===== config.mk =====
export PLATFORM = sky130hd
export DESIGN_NAME = apb_event_sink_flat
export DESIGN_NICKNAME = d
export VERILOG_FILES = /design/src/rtl/apb_event_sink_if.sv /design/src/rtl/apb_event_sink.sv /design/src/flat_wrapper.sv
export SDC_FILE = /design/constraint.sdc
export NUM_CORES = 1
export LEC_CHECK = 0
export CORE_ASPECT_RATIO = 1.1
export CORE_MARGIN = 5
export CORE_UTILIZATION = 53
export DETAILED_ROUTE_END_ITERATION = 10
export PLACE_DENSITY_LB_ADDON = 0.05
export SYNTH_ARGS = -nofsm -noshare
export SYNTH_HDL_FRONTEND = slang
export SYNTH_SLANG_ARGS = --single-unit

===== constraint.sdc =====
create_clock -name clk -period 6.65 [get_ports clk]
set_input_delay 1.33 -clock clk [delete_from_list [all_inputs] [get_ports clk]]
set_output_delay 1.33 -clock clk [all_outputs]
set_load 0.01 [all_outputs]

===== src/rtl/apb_event_sink_if.sv =====
// -----------------------------------------------------------------------------
// apb_event_sink_if
// Purpose : APB bus bundle between the upstream event master and the
//           apb_event_sink completer. Signal names keep the completer's
//           _i/_o direction suffixes so they read the same at both ends.
// Signals :
//   apb_psel_i     master -> sink  select
//   apb_penable_i  master -> sink  access phase
//   apb_paddr_i    master -> sink  32-bit address
//   apb_pwrite_i   master -> sink  write strobe
//   apb_pwdata_i   master -> sink  write data (pending count)
//   apb_pready_o   sink -> master  transfer complete
//   apb_pslverr_o  sink -> master  transfer error
// -----------------------------------------------------------------------------
interface apb_event_sink_if;
  logic        apb_psel_i;
  logic        apb_penable_i;
  logic [31:0] apb_paddr_i;
  logic        apb_pwrite_i;
  logic [31:0] apb_pwdata_i;
  logic        apb_pready_o;
  logic        apb_pslverr_o;

  modport master (
    output apb_psel_i, apb_penable_i, apb_paddr_i, apb_pwrite_i, apb_pwdata_i,
    input  apb_pready_o, apb_pslverr_o
  );

  modport slave (
    input  apb_psel_i, apb_penable_i, apb_paddr_i, apb_pwrite_i, apb_pwdata_i,
    output apb_pready_o, apb_pslverr_o
  );
endinterface


===== src/rtl/apb_event_sink.sv =====
// -----------------------------------------------------------------------------
// apb_event_sink
// Purpose : APB completer terminating the event write stream. Decodes three
//           event addresses, keeps a saturating count per event, logs each
//           accepted event write into a first-word-fall-through FIFO that a
//           valid/ready consumer drains, inserts WAIT_CYCLES wait states and
//           holds apb_pready_o low while a mapped write finds the FIFO full.
// Option  : define APB_SINK_PSLVERR_EN to flag writes to unmapped addresses
//           with apb_pslverr_o; otherwise such writes are silently dropped.
// Ports   :
//   clk, reset                  clock, synchronous active-high reset
//   apb (slave modport)         APB completer side
//   cnt_a_o/cnt_b_o/cnt_c_o     accepted writes to ABBA_0000/BAFF_0000/CAFE_0000
//   log_valid_o, log_ready_i    FIFO head handshake
//   log_id_o, log_data_o        head event id (0=A,1=B,2=C) and pwdata
//   log_level_o                 FIFO occupancy
// -----------------------------------------------------------------------------
module apb_event_sink #(
  parameter int WAIT_CYCLES = 1,
  parameter int FIFO_DEPTH  = 4,
  parameter int CNT_W       = 16
) (
  input  logic              clk,
  input  logic              reset,
  apb_event_sink_if.slave   apb,
  output logic [CNT_W-1:0]  cnt_a_o,
  output logic [CNT_W-1:0]  cnt_b_o,
  output logic [CNT_W-1:0]  cnt_c_o,
  output logic              log_valid_o,
  input  logic              log_ready_i,
  output logic [1:0]        log_id_o,
  output logic [31:0]       log_data_o,
  output logic [4:0]        log_level_o
);

  localparam int          PTR_W  = $clog2(FIFO_DEPTH);
  localparam logic [31:0] ADDR_A = 32'hABBA_0000;
  localparam logic [31:0] ADDR_B = 32'hBAFF_0000;
  localparam logic [31:0] ADDR_C = 32'hCAFE_0000;

  // r_state holds the bus phase sampled at the previous edge: SETUP means the
  // current cycle is the first access cycle, ACCESS means a stalled access
  // continues. Knowing this from a register lets pready rise in the very first
  // access cycle when no wait states are configured.
  typedef enum logic [1:0] {IDLE, SETUP, ACCESS} state_t;

  state_t           r_state;
  logic [3:0]       r_waitCnt;
  logic [PTR_W-1:0] r_wrPtr;
  logic [PTR_W-1:0] r_rdPtr;
  logic [4:0]       r_level;
  logic [1:0]       r_memId   [FIFO_DEPTH];
  logic [31:0]      r_memData [FIFO_DEPTH];
  logic [CNT_W-1:0] r_cntA;
  logic [CNT_W-1:0] r_cntB;
  logic [CNT_W-1:0] r_cntC;

  logic       w_mapped;
  logic [1:0] w_id;
  logic       w_full;
  logic       w_slotFree;
  logic       w_inAccess;
  logic       w_ready;
  logic       w_push;
  logic       w_pop;

  // Exact 32-bit decode of the three event addresses; anything else is unmapped.
  always_comb begin
    w_mapped = 1'b1;
    w_id     = 2'd0;
    case (apb.apb_paddr_i)
      ADDR_A:  w_id = 2'd0;
      ADDR_B:  w_id = 2'd1;
      ADDR_C:  w_id = 2'd2;
      default: w_mapped = 1'b0;
    endcase
  end

  // Only a mapped write needs a FIFO slot; reads and unmapped writes never stall.
  // Full is taken from the registered level, so a pop on the same edge does not
  // free the slot until the following cycle.
  assign w_full     = (r_level == 5'(FIFO_DEPTH));
  assign w_slotFree = !w_full || !apb.apb_pwrite_i || !w_mapped;
  assign w_inAccess = (r_state != IDLE) && apb.apb_psel_i && apb.apb_penable_i;
  assign w_ready    = w_inAccess && (r_waitCnt == 4'(WAIT_CYCLES)) && w_slotFree;
  assign w_push     = w_ready && apb.apb_pwrite_i && w_mapped;
  assign w_pop      = (r_level != 5'd0) && log_ready_i;

  assign apb.apb_pready_o = w_ready;

`ifdef APB_SINK_PSLVERR_EN
  assign apb.apb_pslverr_o = w_ready && apb.apb_pwrite_i && !w_mapped;
`else
  assign apb.apb_pslverr_o = 1'b0;
`endif

  // Phase tracker and wait-state counter. A setup phase arms the access and
  // clears the counter; each stalled access cycle bumps the counter up to
  // WAIT_CYCLES. Completion, a dropped psel or penable without a preceding setup
  // all fall back to IDLE, so a protocol violation never produces a completion.
  always_ff @(posedge clk) begin
    if (reset) begin
      r_state   <= IDLE;
      r_waitCnt <= '0;
    end else if (apb.apb_psel_i && !apb.apb_penable_i) begin
      r_state   <= SETUP;
      r_waitCnt <= '0;
    end else if (w_inAccess && !w_ready) begin
      r_state <= ACCESS;
      if (r_waitCnt < 4'(WAIT_CYCLES)) begin
        r_waitCnt <= r_waitCnt + 4'd1;
      end
    end else begin
      r_state <= IDLE;
    end
  end

  // Event log FIFO. Storage is cleared on reset so the head outputs read zero
  // while empty. Pointers wrap naturally because the depth is a power of two.
  always_ff @(posedge clk) begin
    if (reset) begin
      r_wrPtr <= '0;
      r_rdPtr <= '0;
      r_level <= '0;
      for (int i = 0; i < FIFO_DEPTH; i++) begin
        r_memId[i]   <= '0;
        r_memData[i] <= '0;
      end
    end else begin
      if (w_push) begin
        r_memId[r_wrPtr]   <= w_id;
        r_memData[r_wrPtr] <= apb.apb_pwdata_i;
        r_wrPtr            <= r_wrPtr + 1'b1;
      end
      if (w_pop) begin
        r_rdPtr <= r_rdPtr + 1'b1;
      end
      case ({w_push, w_pop})
        2'b10:   r_level <= r_level + 5'd1;
        2'b01:   r_level <= r_level - 5'd1;
        default: r_level <= r_level;
      endcase
    end
  end

  // Per-event counters move only with an actual push and stick at all-ones.
  always_ff @(posedge clk) begin
    if (reset) begin
      r_cntA <= '0;
      r_cntB <= '0;
      r_cntC <= '0;
    end else if (w_push) begin
      case (w_id)
        2'd0:    if (r_cntA != '1) r_cntA <= r_cntA + 1'b1;
        2'd1:    if (r_cntB != '1) r_cntB <= r_cntB + 1'b1;
        default: if (r_cntC != '1) r_cntC <= r_cntC + 1'b1;
      endcase
    end
  end

  assign cnt_a_o     = r_cntA;
  assign cnt_b_o     = r_cntB;
  assign cnt_c_o     = r_cntC;
  assign log_valid_o = (r_level != 5'd0);
  assign log_id_o    = r_memId[r_rdPtr];
  assign log_data_o  = r_memData[r_rdPtr];
  assign log_level_o = r_level;

endmodule


===== src/flat_wrapper.sv =====
// flat-port wrapper written by rule: the top's interface ports become plain ports
module apb_event_sink_flat 
#(
  parameter int WAIT_CYCLES = 1,
  parameter int FIFO_DEPTH  = 4,
  parameter int CNT_W       = 16
)
  (clk, reset, cnt_a_o, cnt_b_o, cnt_c_o, log_valid_o, log_ready_i, log_id_o, log_data_o, log_level_o, apb_apb_psel_i, apb_apb_penable_i, apb_apb_paddr_i, apb_apb_pwrite_i, apb_apb_pwdata_i, apb_apb_pready_o, apb_apb_pslverr_o);
  apb_event_sink_if apb_i ();
  input  logic clk;
  input  logic reset;
  output logic [CNT_W-1:0] cnt_a_o;
  output logic [CNT_W-1:0] cnt_b_o;
  output logic [CNT_W-1:0] cnt_c_o;
  output logic log_valid_o;
  input  logic log_ready_i;
  output logic [1:0] log_id_o;
  output logic [31:0] log_data_o;
  output logic [4:0] log_level_o;
  input wire logic [$bits(apb_i.apb_psel_i)-1:0] apb_apb_psel_i;
  input wire logic [$bits(apb_i.apb_penable_i)-1:0] apb_apb_penable_i;
  input wire logic [$bits(apb_i.apb_paddr_i)-1:0] apb_apb_paddr_i;
  input wire logic [$bits(apb_i.apb_pwrite_i)-1:0] apb_apb_pwrite_i;
  input wire logic [$bits(apb_i.apb_pwdata_i)-1:0] apb_apb_pwdata_i;
  output wire logic [$bits(apb_i.apb_pready_o)-1:0] apb_apb_pready_o;
  output wire logic [$bits(apb_i.apb_pslverr_o)-1:0] apb_apb_pslverr_o;
  assign apb_i.apb_psel_i = apb_apb_psel_i;
  assign apb_i.apb_penable_i = apb_apb_penable_i;
  assign apb_i.apb_paddr_i = apb_apb_paddr_i;
  assign apb_i.apb_pwrite_i = apb_apb_pwrite_i;
  assign apb_i.apb_pwdata_i = apb_apb_pwdata_i;
  assign apb_apb_pready_o = apb_i.apb_pready_o;
  assign apb_apb_pslverr_o = apb_i.apb_pslverr_o;
  apb_event_sink #(.WAIT_CYCLES(WAIT_CYCLES), .FIFO_DEPTH(FIFO_DEPTH), .CNT_W(CNT_W)) u_core (.clk(clk), .reset(reset), .apb(apb_i), .cnt_a_o(cnt_a_o), .cnt_b_o(cnt_b_o), .cnt_c_o(cnt_c_o), .log_valid_o(log_valid_o), .log_ready_i(log_ready_i), .log_id_o(log_id_o), .log_data_o(log_data_o), .log_level_o(log_level_o));
endmodule

Yosys cells after proc, flatten, opt, wreduce, memory -nomap -nowiden

Memory sizes are Yosys's and may differ from the RTL's. A register that Yosys moved wholly into a read port is not among the register bits.
Index checks and enable logic that the tools add are counted.

Register bits: 63
Bits in latches: 0
Memory bits (writable): 136
Bits in read-only memories: 0
Bits of input ports: 70
Output and inout bits: 90
Memories: 2

Memory list:

| memory           | words | bits a word | read ports | clocked after memory_dff | write ports | RTL line             | text |
|---|---|---|---|---|---|---|---|
| u_core.r_memData | 4     | 32          | 1          | 1                        | 4           | apb_event_sink.sv:53 | `logic [31:0] r_memData [FIFO_DEPTH];` |
| u_core.r_memId   | 4     | 2           | 1          | 1                        | 4           | apb_event_sink.sv:52 | `logic [1:0] r_memId [FIFO_DEPTH];` |

Add/sub/neg operators: 8
$mul: 0
Divide/modulo/power cells: 0
Order comparisons: 1
Equal/unequal tests: 11
Shift-type cells: 0
Mux-type cells: 20
Bitwise gates (word level): 1
Reduce and logical (&&, ||, !) cells: 29

Operator list:

| cell                  | count |
|---|---|
| $eq 32x32->1 const B  | 3 |
| $add 16x1->16 const B | 3 |
| $ne 16x16->1 const B  | 3 |
| $mux 32               | 1 |
| $reduce_or 32->1      | 1 |
| $mux 2                | 8 |
| $pmux 5 s2            | 1 |
| $logic_and 1x1->1     | 9 |
| $mux 1                | 9 |
| $reduce_and 3->1      | 3 |
| $reduce_or 2->1       | 3 |
| $add 5x1->5 const B   | 1 |
| $eq 5x3->1 const B    | 1 |
| $logic_not 1->1       | 5 |
| $reduce_bool 5->1     | 1 |
| $sub 5x1->5 const B   | 1 |
| $add 2x1->2 const B   | 2 |
| $add 4x1->4 const B   | 1 |
| $eq 2x1->1 const B    | 2 |
| $eq 4x1->1 const B    | 1 |
| $lt 4x1->1 const B    | 1 |
| $pmux 2 s2            | 1 |
| $reduce_bool 2->1     | 2 |
| $reduce_or 3->1       | 1 |
| other kinds (5)       | 6 |

Depth between registers and ports, before layout

Gate-level depths: netlist of the first run.

Word-level depth: 13
Gate-level depth with buffers: 14
Mapped depth without buffers: 14

Worst setup path after synthesis of the first run

OpenSTA, ideal clock, no wires.

Kind: input to register
Start: input apb_apb_paddr_i[18]
End: memory u_core.r_memData[2][0], enable pin
Library setup time: 432 ps
Arrival: 4085 ps
Data required time: 6218 ps
Slack: 2133 ps
Stages: 5
Cells stage by stage: nor4b_1 > a32oi_1 > a2111oi_4 > nand2_1 > o21bai_1

RTL lines:

| what               | RTL line             | text |
|---|---|---|
| start: declaration | flat_wrapper.sv:22   | `input wire logic [$bits(apb_i.apb_paddr_i)-1:0] apb_apb_paddr_i;` |
| end: declaration   | apb_event_sink.sv:53 |  |

Worst setup path in the final report of the first run

Start: input apb_apb_paddr_i[30]
End: output apb_apb_pready_o

Cells in the longest elaborated chain, start to end: 6
Elaborated cells on any way between the ends: 8
Those cells by class: 3 x eq/ne; 1 x mux; 4 x reduce/logical

Ends and longest elaborated chain:

| what                          | RTL line             | text |
|---|---|---|
| $eq 32x32->1                  | apb_event_sink.sv:71 | `case (apb.apb_paddr_i)` |
| $reduce_or 3->1 (no line) (*) | --                   |  |
| $mux 1 (*)                    | apb_event_sink.sv:71 |  |
| $logic_not 1->1 (*)           | apb_event_sink.sv:83 | `assign w_slotFree = !w_full \|\| !apb.apb_pwrite_i \|\| !w_mapped;` |
| $logic_or 1x1->1 (*)          | apb_event_sink.sv:83 |  |
| $logic_and 1x1->1 (*)         | apb_event_sink.sv:85 | `assign w_ready = w_inAccess && (r_waitCnt == 4'(WAIT_CYCLES)) && w_slotFree;` |
| end: declaration              | flat_wrapper.sv:25   | `output wire logic [$bits(apb_i.apb_pready_o)-1:0] apb_apb_pready_o;` |

Every way passes the cells marked *; elsewhere a longest branch is shown, timed or not.

==> results of run 1 <==
==> final cells by class <==
type	instances	area [um2]	area share [%]
clock inverters	6	30.0	0.257
flip-flops and latches	201	5390	46.1
inverters	14	52.6	0.450
multi-input cells	490	3690	31.6
well taps	234	293	2.51
clock buffers	32	589	5.04
repair buffers	167	1640	14.1
==> power by group <==
group / total [mW] / switching, mW / internal, mW
combinational: 0.118 / 0.0537 / 0.0647
sequential: 1.38 / 0.00945 / 1.37
clock: 1.07 / 0.461 / 0.611
total: 2.57 / 0.524 / 2.04
==> flip-flops by register name (all words and copies together) (netlist names), named ones only <==
register	cells
u_core.cnt_a_o	16
u_core.r_waitCnt	4
u_core.r_state	2
u_core.log_level_o	5
u_core.cnt_c_o	16
u_core.r_wrPtr	2
u_core.r_rdPtr	2
u_core.r_memData	128
u_core.cnt_b_o	16
u_core.r_memId	8
==> layout by cell type, fill, tap and decap left out, drive strengths merged, types with 4 or more instances in the layout <==
cell type / count
clkdlybuf4s50: 157
edfxtp: 136
and2: 134
dfxtp: 65
nor2: 47
mux4: 34
a21oi: 33
clkbuf: 32
nand3: 28
nand2: 27
o21ai: 24
or3: 20
xor2: 19
nand4: 19
inv: 15
and3: 11
ha: 10
buf: 10
nor4: 9
or4: 7
nor2b: 6
o31ai: 6
xnor2: 6
nor3: 6
nor4b: 6
and4: 4
clkinv: 4
==> worst register-to-register path: stages (launching register included) <==
cell	delay [ps]
dfxtp_1	350
nor4_1	700
a211oi_4	240
nand2_1	330
ha_1	300
inv_1	110
fa_1	390
nor2b_1	150
o21ai_0	110
and3_1	190
nor3_1	180
xnor2_1	150
nor2_1	50
==> layer usage <==
layer | track usage, % | vias to the layer above | share of wire, %
li1 | - | 3040 | -
met1 | 26.6 | 3215 | 40
met2 | 39.0 | 178 | 52
met3 | 4.09 | 38 | 5.5
met4 | 5.95 | 2 | 2.2
met5 | 0 | - | 0.050
==> path summary, 6_finish.rpt <==
path                                        end
max                            apb_apb_pready_o
min            u_core.r_waitCnt[3]$_SDFFE_PP0P_
max reg2reg  u_core.log_level_o[4]$_SDFFE_PP0P_
min reg2reg    u_core.r_waitCnt[3]$_SDFFE_PP0P_
==> per-stage QoR <==
stage	total power [mW]	setup WS, ps	cells	instance area, um2	hold WS [ps]
after floorplan	1.44	2130	744	9240	417
after global placement	1.52	1720	1106	11100	424
after detailed placement	1.52	1700	1106	11100	449
after CTS	2.59	1660	1144	11700	463
after global routing	2.65	1580	1144	11700	489
final	2.57	1690	1144	11700	468
==> cell families (layout without fill, tap and decap cells) <==
| kind of cell | count (synthesis) | after routing |
|---|---|---|
| adder cells (fa/ha/maj) | 11 | 11 |
| XOR/XNOR | 25 | 25 |
| multiplexers | 37 | 37 |
| AND/OR/NAND/NOR | 338 | 338 |
| flip-flops | 201 | 201 |
| buffers and inverters | 53 | 219 |
| AO/OA/AOI/OAI | 78 | 78 |
| other | 1 | 1 |
==> impl_metrics.toml, run 1 <==
[outcome]
outcome = "completed"

[setup_path]
rr_worst_depth = 12
critPathTopFamily = "buffers and inverters"
worstPathMaxFanout = 3
cp_common_cell = "clkdlybuf4s50_1"
worst-path-stages = 7
critPathLaunch = "apb_apb_paddr_i[30]"
required_ps = 5320
worstPathArrival_ps = 3630
cp_num_buf_inv = 2
path_class = "in2out"
rrSetupSlack_ps = 3280
crit_chain = "clkdlybuf4s50_1 -> and4b_1 -> a32oi_1 -> a211oi_2 -> o21ai_0 -> and2_1 -> clkdlybuf4s50_1"
max_stage_delay_ps = 560
end_kind = "output pin"
startpoint_type = "input port"
critical-path-slowest-cell = "clkdlybuf4s50_1"
r2r-start = "u_core.log_level_o[0]$_SDFFE_PP0P_"

[sta]
fmax_ghz = 0.202
drv_slew = 0
relSlewSlack_pct = 36.5
rsz0062_at_grt = "no"
fin_crit_sh_pct = 74.6
layout_min_cycle_time_ps = 4960
finalSetupViolCount = 0
tns_ps = 0
tightest_slew_ps = 953
hold_viol = 0
final.setup_skew_ps = 10.4

[placement]
hpwl_mm = 14.3
place.gp.congestion = 0.821
portBuffers = 158

[layout]
finalNetCount = 976
utilization_pct = 68.4
area_delta_synth_final_pct = 26.4
final_layout_size_suffix_gt1_share_pct = 10.1
fill_cells = 1258
diodes = 0

[cts]
cts_root_buf = "clkbuf_16"
hold_buffers = 0
numClockSinks = 201
cts_max_level = 1
clk_path_buf_depth = 3
cts_setup_buffers = 0
postCtsResizedCells = 0
clk_latency_ps = 500
path_clk_slew_ps = 60
numCtsBuffers = 21
cts_tree = "yes"

[logic_synthesis]
yosysMostFrequentCell = "edfxtp_1"
synthCells = 744
synth_compound_area_share_pct = 5.31
synthAdderAreaFrac_pct = 1.57
ys_ff_latch = 201
ys_async_sr_fraction_pct = 0
synth_top_area_share_pct = 44.2
synth_area_per_cell_um2 = 12.4
synthMuxAreaShare_pct = 8.61
syn-cell-area_um2 = 9240
synth_edf_count = 136
synth_fp_nets = 825
netlist_top_cells_area = "edfxtp_1, dfxtp_1, and2_1"
synth_common_cells = "edfxtp_1, and2_1, dfxtp_1"
yosysWarningCount = 0
synthSimpleGateAreaFrac_pct = 21.5
synthXorXnorAreaFrac_pct = 2.37
synth.distinct_cells = 58
ys_seq_area_share_pct = 58.3
ys.flop_type = "edfxtp_1"
synth_top_cell_by_area = "edfxtp_1"
synth_top_family_by_area = "simple AND/OR/NAND/NOR gates"

[global_routing]
grt_pass1_wl_mm = 34.9
grt_overflow = 0
grt_max_degree = 68
grtUsageTotal_pct = 21.7
antenna_found_initial = 1
first_global_vias = 6842

[die]
fp-row-count = 50
start_util_pct = 54.1
die_x_um = 136
pin_count = 160
coreArea_um2 = 17100
die_area_um2 = 20200
die_h_um = 149

[drt]
ant_nets = 0
vias_per_cell = 5.66
drt_iter0_markers = 310
wl_per_cell_um = 19.1
vias = 6473
dr.pass1.iters = 4
routed_wl_mm = 21.9
drc_errors = 0

[flow_run]
drv_cap = 0

[min_path]
hold_depth = 2
min_from = "u_core.r_waitCnt[3]$_SDFFE_PP0P_"
hold_path_class = "reg2reg"

[power_and_ir_drop]
irDropWorstVdd_mv = 0.155
pwr_density_cell_nw_per_um2 = 220
p_leak_nw = 3.95
Power figures use the tool's default switching activity.
==> inputs of run 2 (changes only) <==
==> constraint.sdc (replaced) <==
create_clock -name clk -period 4.85 [get_ports clk]
set_input_delay 0.97 -clock clk [delete_from_list [all_inputs] [get_ports clk]]
set_output_delay 0.97 -clock clk [all_outputs]
set_load 0.01 [all_outputs]
==> impl_metrics.toml, run 2 (same netlist as run 1, synthesis figures left out) <==
[layout]
top_register = "u_core.r_memData"
final_cell_mix = "clkdlybuf4s50_1, edfxtp_1, and2_1"
final_layout_size_suffix_gt1_share_pct = 10.9
final_common_cell = "clkdlybuf4s50_1"
fill_cells = 1244
design_area_um2 = 11800
diodes = 0
finalNetCount = 980
multi_input_area_um2 = 3690
utilization_pct = 69.3
area_delta_synth_final_pct = 28.1
largest_reg_flops = 128
regArea_um2 = 5390

[cts]
clk_latency_ps = 490
clk_path_buf_depth = 3
postCtsResizedCells = 0
cts_root_buf = "clkbuf_16"
numCtsBuffers = 21
hold_buffers = 0
cts_setup_buffers = 0
path_clk_slew_ps = 60
cts_tree = "yes"
cts_max_level = 1
numClockSinks = 201

[sta]
hold_viol = 0
fin_crit_sh_pct = 87.1
fmax_ghz = 0.237
relSlewSlack_pct = 35.8
setup_ws_ps = 624
tns_ps = 0
tightest_slew_ps = 963
finalSetupViolCount = 0
final.setup_skew_ps = 7.26
rsz0062_at_grt = "no"
drv_slew = 0
layout_min_cycle_time_ps = 4230

[power_and_ir_drop]
irDropWorstVdd_mv = 0.237
p_leak_nw = 4.03
pwr_density_cell_nw_per_um2 = 311
finalPower_mw = 3.68

[die]
die_x_um = 136
start_util_pct = 54.1
die_area_um2 = 20200
die_h_um = 149
pin_count = 160
coreArea_um2 = 17100
fp-row-count = 50

[placement]
portBuffers = 158
pre_cts_ws_ps = 370
hpwl_mm = 14.2
place.gp.congestion = 0.830
place_area_um2 = 11100

[setup_path]
required_ps = 3880
max_stage_delay_ps = 490
worstPathArrival_ps = 3260
crit_chain = "clkdlybuf4s50_1 -> nor4_1 -> nand4_1 -> a211oi_2 -> o21ai_0 -> and2_1 -> clkdlybuf4s50_1"
worst-path-stages = 7
cp_common_cell = "clkdlybuf4s50_1"
critical-path-slowest-cell = "clkdlybuf4s50_1"
end_kind = "output pin"
rr_worst_depth = 12
critPathLaunch = "apb_apb_paddr_i[1]"
r2r-start = "u_core.log_level_o[0]$_SDFFE_PP0P_"
startpoint_type = "input port"
worstPathMaxFanout = 3
cp_num_buf_inv = 2
path_class = "in2out"
critPathTopFamily = "simple AND/OR/NAND/NOR gates"

[drt]
dr.pass1.iters = 5
routed_wl_mm = 21.6
vias = 6476
drt_iter0_markers = 389
drc_errors = 0
ant_nets = 0
wl_per_cell_um = 18.8
vias_per_cell = 5.64

[global_routing]
grt_overflow = 0
antenna_found_initial = 0
first_global_vias = 6649
grt_pass1_wl_mm = 34.3
grtUsageTotal_pct = 21.3
grt_max_degree = 68

[min_path]
hold_path_class = "reg2reg"
hold_depth = 2
min_from = "u_core.r_waitCnt[3]$_SDFFE_PP0P_"

[outcome]
outcome = "completed"

[flow_run]
drv_cap = 0
==> run 2: cell types whose count changed in the layout (fill, tap and decap cells not counted) <==
cell / before / now
clkbuf_2: 2 / 0
clkbuf_1: 7 / 4
clkinv_1: 3 / 2
bufinv_16: 0 / 3
clkinvlp_2: 1 / 0
buf_12: 0 / 4
inv_6: 1 / 2
clkinv_2: 1 / 5
clkbuf_8: 2 / 1
==> run 2: metrics by stage <==
stage	hold slack, ps	cells
6_report	453	1148
2_1_floorplan	417	744
4_1_cts	456	1148
3_5_place_dp	447	1110
5_1_grt	510	1148
3_3_place_gp	423	1110
==> run 2: area by class of cell <==
class                      instances  area share [%]
clock buffer                      26            4.68
clock inverter                    12            1.18
inverter                          14           0.444
multi-input combinational        490            31.2
sequential                       201            45.5
tap                              234            2.47
timing repair buffer             171            14.6
==> run 2: worst paths after layout <==
check,end,slack [ps]
worst max-delay path,apb_apb_pready_o,620
worst min-delay path,u_core.r_waitCnt[3]$_SDFFE_PP0P_,450
worst max register to register,u_core.log_level_o[4]$_SDFFE_PP0P_,1390
worst min register to register,u_core.r_waitCnt[3]$_SDFFE_PP0P_,450
==> run 2: power breakdown <==
part / switching, mW / internal [mW] / total (mW)
Combinational: 0.0746 / 0.0942 / 0.169
Sequential: 0.0121 / 1.87 / 1.88
Clock: 0.651 / 0.976 / 1.63
Total: 0.738 / 2.94 / 3.68
==> run 2: layer usage <==
layer  GRT usage [%]  vias up  part of all wire (%)
met5               0        -                     0
met1            26.8     3195                    40
li1                -     3048                     -
met4            5.65        0                   1.6
met3            3.65       33                   5.5
met2            38.0      200                    53
==> run 2: tightest hold or removal path, delay by kind of cell, from the launching register on <==
kind,cells,cell delay [ps]
buf+inv,1,50
flops,1,320
simple gates,1,40
==> inputs of run 3 (changes only) <==
==> constraint.sdc (replaced) <==
create_clock -name clk -period 4.9 [get_ports clk]
set_input_delay 0.98 -clock clk [delete_from_list [all_inputs] [get_ports clk]]
set_output_delay 0.98 -clock clk [all_outputs]
set_load 0.01 [all_outputs]
==> impl_metrics.toml, run 3 (same netlist as run 1, synthesis figures left out) <==
[drt]
wl_per_cell_um = 18.9
vias_per_cell = 5.63
routed_wl_mm = 21.7
ant_nets = 0
vias = 6464
drc_errors = 0
dr.pass1.iters = 4
drt_iter0_markers = 544

[die]
fp-row-count = 50
start_util_pct = 54.1
die_x_um = 136
coreArea_um2 = 17100
pin_count = 160
die_area_um2 = 20200
die_h_um = 149

[layout]
final_cell_mix = "clkdlybuf4s50_1, edfxtp_1, and2_1"
top_register = "u_core.r_memData"
area_delta_synth_final_pct = 27.5
diodes = 0
finalNetCount = 981
final_common_cell = "clkdlybuf4s50_1"
largest_reg_flops = 128
final_layout_size_suffix_gt1_share_pct = 10.8
fill_cells = 1256

[cts]
path_clk_slew_ps = 60
numClockSinks = 201
cts_root_buf = "clkbuf_16"
numCtsBuffers = 21
clk_path_buf_depth = 3
postCtsResizedCells = 0
cts_max_level = 1
clk_latency_ps = 480
cts_tree = "yes"
cts_setup_buffers = 0
hold_buffers = 0

[sta]
final.setup_skew_ps = 13.3
layout_min_cycle_time_ps = 4230
fmax_ghz = 0.237
drv_slew = 0
tns_ps = 0
rsz0062_at_grt = "no"
fin_crit_sh_pct = 86.2
relSlewSlack_pct = 36.0
tightest_slew_ps = 960
finalSetupViolCount = 0
hold_viol = 0

[setup_path]
rrSetupSlack_ps = 1500
worstPathArrival_ps = 3250
reg2reg_to = "u_core.log_level_o[4]$_SDFFE_PP0P_"
r2r-start = "u_core.log_level_o[3]$_SDFFE_PP0P_"
required_ps = 3920
startpoint_type = "input port"
end_kind = "output pin"
worstPathMaxFanout = 3
rr_worst_depth = 12
path_class = "in2out"

[placement]
hpwl_mm = 14.5
portBuffers = 158
place.gp.congestion = 0.846

[power_and_ir_drop]
finalPower_mw = 3.49
p_leak_nw = 3.99
pwr_density_cell_nw_per_um2 = 296
irDropWorstVdd_mv = 0.258

[global_routing]
first_global_vias = 6763
grt_max_degree = 68
grtUsageTotal_pct = 21.5
antenna_found_initial = 0
grt_pass1_wl_mm = 34.6
grt_overflow = 0

[flow_run]
drv_cap = 0

[min_path]
hold_depth = 2
hold-path-endpoint = "u_core.r_waitCnt[3]$_SDFFE_PP0P_"
hold_path_class = "reg2reg"
min_from = "u_core.r_waitCnt[3]$_SDFFE_PP0P_"

[outcome]
outcome = "completed"
## run 3: worst max path at each step
stage | from | end | slack, ps
2_1_floorplan | apb_apb_paddr_i[18] | u_core.r_memData[2][0]$_SDFFCE_PN0P_ | 730
6_report | apb_apb_paddr_i[16] | apb_apb_pready_o | 670
3_5_place_dp | apb_apb_paddr_i[6] | u_core.log_level_o[4]$_SDFFE_PP0P_ | 440
3_3_place_gp | apb_apb_paddr_i[18] | u_core.log_level_o[4]$_SDFFE_PP0P_ | 550
5_1_grt | apb_apb_paddr_i[1] | apb_apb_pready_o | 530
4_1_cts | apb_apb_paddr_i[1] | apb_apb_pready_o | 630
## run 3: layout make-up
| cell class | count | area (um2) | share of cell area (%) |
|---|---|---|---|
| clock buffer | 29 | 576 | 4.88 |
| clock inverter | 8 | 53.8 | 0.457 |
| inverter | 14 | 52.6 | 0.446 |
| multi-input combinational | 490 | 3690 | 31.3 |
| sequential | 201 | 5390 | 45.7 |
| tap | 234 | 293 | 2.48 |
| timing repair buffer | 172 | 1730 | 14.7 |
## run 3: per-stage QoR
stage / cells / hold WS, ps / area [um2] / setup slack, ps / util (%)
after floorplan: 744 / 417 / 9240 / 733 / -
after global placement: 1111 / 422 / 11200 / 554 / 65.3
after detailed placement: 1111 / 448 / 11200 / 437 / 65.3
after CTS: 1148 / 458 / 11800 / 632 / 69.0
after global routing: 1148 / 506 / 11800 / 528 / 69.0
final: 1148 / 467 / 11800 / 674 / 69.0
## run 3: worst max-delay path, cell delays in order
cell,delay [ps]
clkdlybuf4s50_1,480
and4b_1,270
a32oi_1,430
a211oi_2,180
o21ai_0,170
and2_1,190
clkdlybuf4s50_1,560
## run 3: per-layer routing
layer	GRT usage (%)	wire length (um)
met1	26.2	8520
met2	39.7	11600
met5	0	0
met4	4.79	289
met3	3.82	1270
## run 3: where the power goes
group / total (mW) / internal (mW) / switching [mW]
logic: 0.168 / 0.0932 / 0.0747
clock network: 1.45 / 0.827 / 0.627
registers: 1.87 / 1.85 / 0.0124
